`src/rtl/btn_scan_scheduler.sv`:
```
// btn_scan_scheduler: debounces NBTN buttons with one shared 16-bit stability
// timer. A round-robin scanner hands the timer to one changed button at a time.
// Each qualified change toggles o_debounced and is reported on a valid/ready
// event port.
// Optional feature: define BTN_SYNC_EN to add a 2-flop input synchronizer.
// Without it the raw inputs feed the scanner directly, and latency is 2 cycles
// shorter.
module btn_scan_scheduler #(
  parameter int NBTN        = 4,
  parameter int TIME_PERIOD = 75000
) (
  input  logic                    i_clk,
  input  logic                    i_reset_n,
  input  logic [NBTN-1:0]         i_btn,
  output logic [NBTN-1:0]         o_debounced,
  output logic                    o_event_valid,
  input  logic                    i_event_ready,
  output logic [$clog2(NBTN)-1:0] o_event_idx,
  output logic                    o_event_press
);
  localparam int              IDXW       = $clog2(NBTN);
  localparam logic [15:0]     TIMER_LOAD = 16'(TIME_PERIOD - 1);
  localparam logic [IDXW-1:0] LAST_IDX   = IDXW'(NBTN - 1);
  localparam logic [IDXW:0]   NBTN_W     = (IDXW + 1)'(NBTN);

  typedef enum logic [1:0] {SCAN, TIMING, COMMIT} state_t;

  logic [NBTN-1:0] w_s_btn;

`ifdef BTN_SYNC_EN
  logic [NBTN-1:0] r_sync1;
  logic [NBTN-1:0] r_sync2;

  // Two-flop synchronizer for the asynchronous button levels
  always_ff @(posedge i_clk or negedge i_reset_n) begin
    if (!i_reset_n) begin
      r_sync1 <= '0;
      r_sync2 <= '0;
    end else begin
      r_sync1 <= i_btn;
      r_sync2 <= r_sync1;
    end
  end

  assign w_s_btn = r_sync2;
`else
  assign w_s_btn = i_btn;
`endif

  state_t          r_state;
  logic [IDXW-1:0] r_idx;
  logic [IDXW-1:0] r_rr;
  logic [15:0]     r_timer;
  logic [NBTN-1:0] r_debounced;
  logic            r_event_valid;
  logic [IDXW-1:0] r_event_idx;
  logic            r_event_press;

  logic [NBTN-1:0] w_mismatch;
  logic            w_found;
  logic [IDXW-1:0] w_first;
  logic [IDXW:0]   w_sum;
  logic [IDXW-1:0] w_j;

  assign w_mismatch = w_s_btn ^ r_debounced;

  // Wrap an index to the next button. Indices at or beyond NBTN are never produced.
  function automatic logic [IDXW-1:0] f_next(input logic [IDXW-1:0] idx);
    return (idx == LAST_IDX) ? '0 : idx + IDXW'(1);
  endfunction

  // Round-robin pick of the first mismatching button at or after r_rr
  always_comb begin
    w_found = 1'b0;
    w_first = '0;
    w_sum   = '0;
    w_j     = '0;
    for (int k = 0; k < NBTN; k++) begin
      w_sum = {1'b0, r_rr} + (IDXW + 1)'(k);
      if (w_sum >= NBTN_W) begin
        w_sum = w_sum - NBTN_W;
      end
      w_j = w_sum[IDXW-1:0];
      if (!w_found && w_mismatch[w_j]) begin
        w_found = 1'b1;
        w_first = w_j;
      end
    end
  end

  // Scheduler FSM: scan, time one button's stability window, commit the toggle
  always_ff @(posedge i_clk or negedge i_reset_n) begin
    if (!i_reset_n) begin
      r_state       <= SCAN;
      r_idx         <= '0;
      r_rr          <= '0;
      r_timer       <= '0;
      r_debounced   <= '0;
      r_event_valid <= 1'b0;
      r_event_idx   <= '0;
      r_event_press <= 1'b0;
    end else begin
      // A consumed event drops unless a commit below reloads it this cycle
      if (r_event_valid && i_event_ready) begin
        r_event_valid <= 1'b0;
      end
      case (r_state)
        SCAN: begin
          if (w_found) begin
            r_idx   <= w_first;
            r_timer <= TIMER_LOAD;
            r_state <= TIMING;
          end
        end
        TIMING: begin
          if (w_s_btn[r_idx] == r_debounced[r_idx]) begin
            // Bounced back before the window closed: give the next button a turn
            r_state <= SCAN;
            r_rr    <= f_next(r_idx);
          end else if (r_timer == 16'd0) begin
            r_state <= COMMIT;
          end else begin
            r_timer <= r_timer - 16'd1;
          end
        end
        COMMIT: begin
          // The window already qualified the level; only the event slot matters here
          if (!r_event_valid || i_event_ready) begin
            r_debounced[r_idx] <= ~r_debounced[r_idx];
            r_event_idx        <= r_idx;
            r_event_press      <= ~r_debounced[r_idx];
            r_event_valid      <= 1'b1;
            r_rr               <= f_next(r_idx);
            r_state            <= SCAN;
          end
        end
        default: begin
          r_state <= SCAN;
        end
      endcase
    end
  end

  assign o_debounced   = r_debounced;
  assign o_event_valid = r_event_valid;
  assign o_event_idx   = r_event_idx;
  assign o_event_press = r_event_press;

endmodule

```
`config.mk`:
```
export PLATFORM = sky130hd
export DESIGN_NAME = btn_scan_scheduler
export DESIGN_NICKNAME = d
export VERILOG_FILES = /design/src/rtl/btn_scan_scheduler.sv
export SDC_FILE = /design/constraint.sdc
export NUM_CORES = 1
export LEC_CHECK = 0
export BUFFER_PORTS_ARGS = -buffer_cell sky130_fd_sc_hd__buf_2
export CAP_MARGIN = 20
export CORE_ASPECT_RATIO = 0.7
export CORE_UTILIZATION = 50
export DETAILED_ROUTE_END_ITERATION = 7
export PLACE_DENSITY = 0.67
export SLEW_MARGIN = 10
export SYNTH_ARGS = -nofsm -noshare
export SYNTH_HDL_FRONTEND = slang
export SYNTH_SLANG_ARGS = --single-unit
```
`constraint.sdc`:
```
create_clock -name i_clk -period 2.3 [get_ports i_clk]
set_input_delay 0.115 -clock i_clk [delete_from_list [all_inputs] [get_ports i_clk]]
set_output_delay 0.115 -clock i_clk [all_outputs]
set_load 0.02 [all_outputs]
```
==> flow_summary_export.csv <==
group,metric,value,unit
critical_path,critPathKind,"register to register",
sta,period_share,0.9455,
sta,tightestPinTransition,0.6467,ns
logic_synthesis,synth_ff_type,"dfrtp_1",
floorplan,rows,17,
place,hpwl,2697,um
logic_synthesis,synthArstFlopShare,1.000,
critical_path,setup.worst_path.start,"r_idx[1]",
place,post_dp_cell_area,1837,um2
sta,max_freq,0.4599,GHz
place,io_buffers,14,
logic_synthesis,syn_inst,158,
clock_tree,cts_num_sinks,30,
clock_tree,clkTransAtPathRegs,0.06,ns
sta,hold_viol,0,
floorplan,start_util,0.5246,
critical_path,critPathArrivalTime,2.34,ns
sta,setup_ws,0.1254,ns
sta,setup_tns,0,ns
logic_synthesis,syn_nets,170,
logic_synthesis,synthDistinctLibCells,44,
final_layout,fin_nets,199,
route,first_pass_iters,5,
clock_tree,cts_root_buffer,"clkbuf_8",
clock_tree,post_cts_buffers,0,
logic_synthesis,ys_ff_latch,30,
grt,grt_max_degree,31,
critical_path,crit_family,"multiplexers",
place,post-place-ws,0.1482,ns
route,wl,3648,um
critical_path,cp_data_required_time,2.46,ns
final_layout,antennaDiodeCount,0,
clock_tree,cts_tree,"built",
sta,maxSlewViolCount,0,
route,postRouteAntennaNets,0,
final_layout,fin_cells,226,
route,vias,1356,
floorplan,num_io_pins,15,
hold_path,hp-class,"input pin to register",
logic_synthesis,synth-edff-count,0,
sta,setup-violations-final,0,
sta,fin_skew,0.008835,ns
power,vdd_drop_max,0.6338,mV
final_layout,layout_commonest_cell,"dfrtp_1",
route,drcViolationCount,0,
logic_synthesis,ys_seq_area_frac,0.4545,
final_layout,final_cell_mix,"30 x dfrtp_1, 14 x buf_2, 12 x a21oi_1, 12 x buf_4, 11 x nand2_1",
floorplan,dieWidth,70.70,um
grt,grt_first_pass_wirelength,6396,um
clock_tree,htree_levels,2,
grt,antenna_found_initial,0,
floorplan,dieArea,3541,um2
critical_path,cp_slowest_stage_delay,0.61,ns
power,power-per-cell-area,878.0,nW/um2
critical_path,end_kind,"register",
critical_path,crit_chain,"mux4_2, xnor2_2, nand2b_4, or4_4, mux2i_1",
route,viasPerCell,6.000,
grt,grt_use_total,0.2448,
hold_path,hp-start,"i_event_ready",
sta,finalCriticalPeriod,2.175,ns
grt,grt_pass1_vias,1345,
clock_tree,numCtsBuffers,5,
floorplan,fp.dieH,50.09,um
critical_path,critPathMaxFanout,6,
critical_path,cp-start-kind,"register",
logic_synthesis,yosysWarnings,0,
place,place_congestion,0.8358,
route,drt_iter0_drc,79,
final_layout,area.growth.synth_to_final,18.03,%
critical_path,rr_startpoint,"r_idx[1]",
sta,relSlewSlack,0.5689,
final_layout,design_area,1949,um2
grt,grt-ovfl-total,0,
place,dp_cells,217,
clock_tree,cts_buffer_depth,2,
route,wire_per_inst,16.14,um
logic_synthesis,syn-mean-instance-area,10.45,um2
clock_tree,clk_latency,0.29,ns
critical_path,slowest_stage,"mux4_2",
power,leakage,0.8584,nW
sta,rsz0062_at_grt,"no",
logic_synthesis,netlist_area,1652,um2
critical_path,cp_num_buf_inv,0,
flow_run,maxCapViolCount,0,
status,outcome,"finished, final reports clean",
final_layout,drive_gt1_frac,0.2287,
floorplan,core,3148,um2
power,power.total,0.001712,W
-- final timing paths --
path,endpoint,slack (ns),depth (start not counted)
max reg2reg,r_timer[8],0.13,5
min reg2reg,o_event_idx[0],0.51,1
max in group asynchronous,r_timer[4],1.49,2
max,r_timer[8],0.13,5
min,o_event_valid,0.10,3
min in group asynchronous,r_timer[12],0.38,2
-- worst reg2reg max path: cells and delay by family (launching register included) --
family	cells	cell delay, ns
xor+xnor	1	0.22
flops	1	0.40
mux	2	0.75
simple gates	2	0.69
-- registers in the layout, summed over array words and instances (netlist names) --
signal	cells
r_timer	16
r_idx	2
r_state	2
o_debounced	4
o_event_idx	2
o_event_valid	1
o_event_press	1
r_rr	2
-- metrics by stage --
stage          utilization  hold slack, ns
3_5_place_dp        0.5835          0.1821
4_1_cts             0.6157         0.09523
6_report            0.6192          0.1034
2_1_floorplan            -         -0.1806
3_3_place_gp        0.5835          0.1766
5_1_grt             0.6192          0.1453
-- layout make-up --
cell class                      instances  area [um2]
Clock inverter                          1       5.005
Timing Repair Buffer                   27       170.2
Fill cell                             256        1199
Clock buffer                            7       86.33
Tap cell                               38       47.55
Multi-Input combinational cell        118       870.8
Sequential cell                        30       750.7
Inverter                                5       18.77
-- metal layers --
metal  vias to the layer above  track usage  share of wire
met3                        11      0.07157          0.081
met2                        52       0.3237           0.41
met5                         -            0              0
li1                        654            -              -
met4                         0       0.1200          0.019
met1                       639       0.3598           0.49
-- synthesized netlist by cell type, drive strengths merged (2+ instances only) --
cell type	number	area (um2)
a211oi	2	15.01
a21oi	12	60.06
a311oi	2	23.77
a31oi	7	43.79
and3	2	12.51
clkbuf	4	15.01
dfrtp	30	750.7
ha	5	62.56
inv	5	18.77
mux2	3	33.78
mux2i	4	40.04
mux4	2	48.80
nand2	11	41.29
nand2b	6	45.04
nand3	4	20.02
nand4	2	12.51
nor2	7	26.28
nor2b	4	25.02
nor3	4	20.02
nor4	6	43.79
o21ai	8	40.03
o22ai	2	12.51
o41ai	2	17.52
or4	5	41.29
xnor2	4	42.55
xor2	4	35.03
-- cell families (layout without fill, tap and decap cells) --
group,Yosys count,after routing,synth area share
buf+inv,10,40,0.02500
fa+ha+maj,5,5,0.03788
compound gates,39,39,0.1508
flops,30,30,0.4545
xor+xnor,8,8,0.04697
mux,9,9,0.07424
simple gates,57,57,0.2106
-- repair_timing --
action	4_1_cts	5_1_grt
hold endpoints to repair	30	0
gates resized for setup	0	1
setup endpoints to repair	0	1
hold buffers	1	0
-- power breakdown --
part | internal (W) | leakage, nW | switching, W | total, W
clock | 0.000241 | 0.0482 | 0.000191 | 0.000432
sequential | 0.000594 | 0.360 | 0.0000666 | 0.000660
combinational | 0.000272 | 0.450 | 0.000348 | 0.000620
Power figures use the tool's default switching activity.
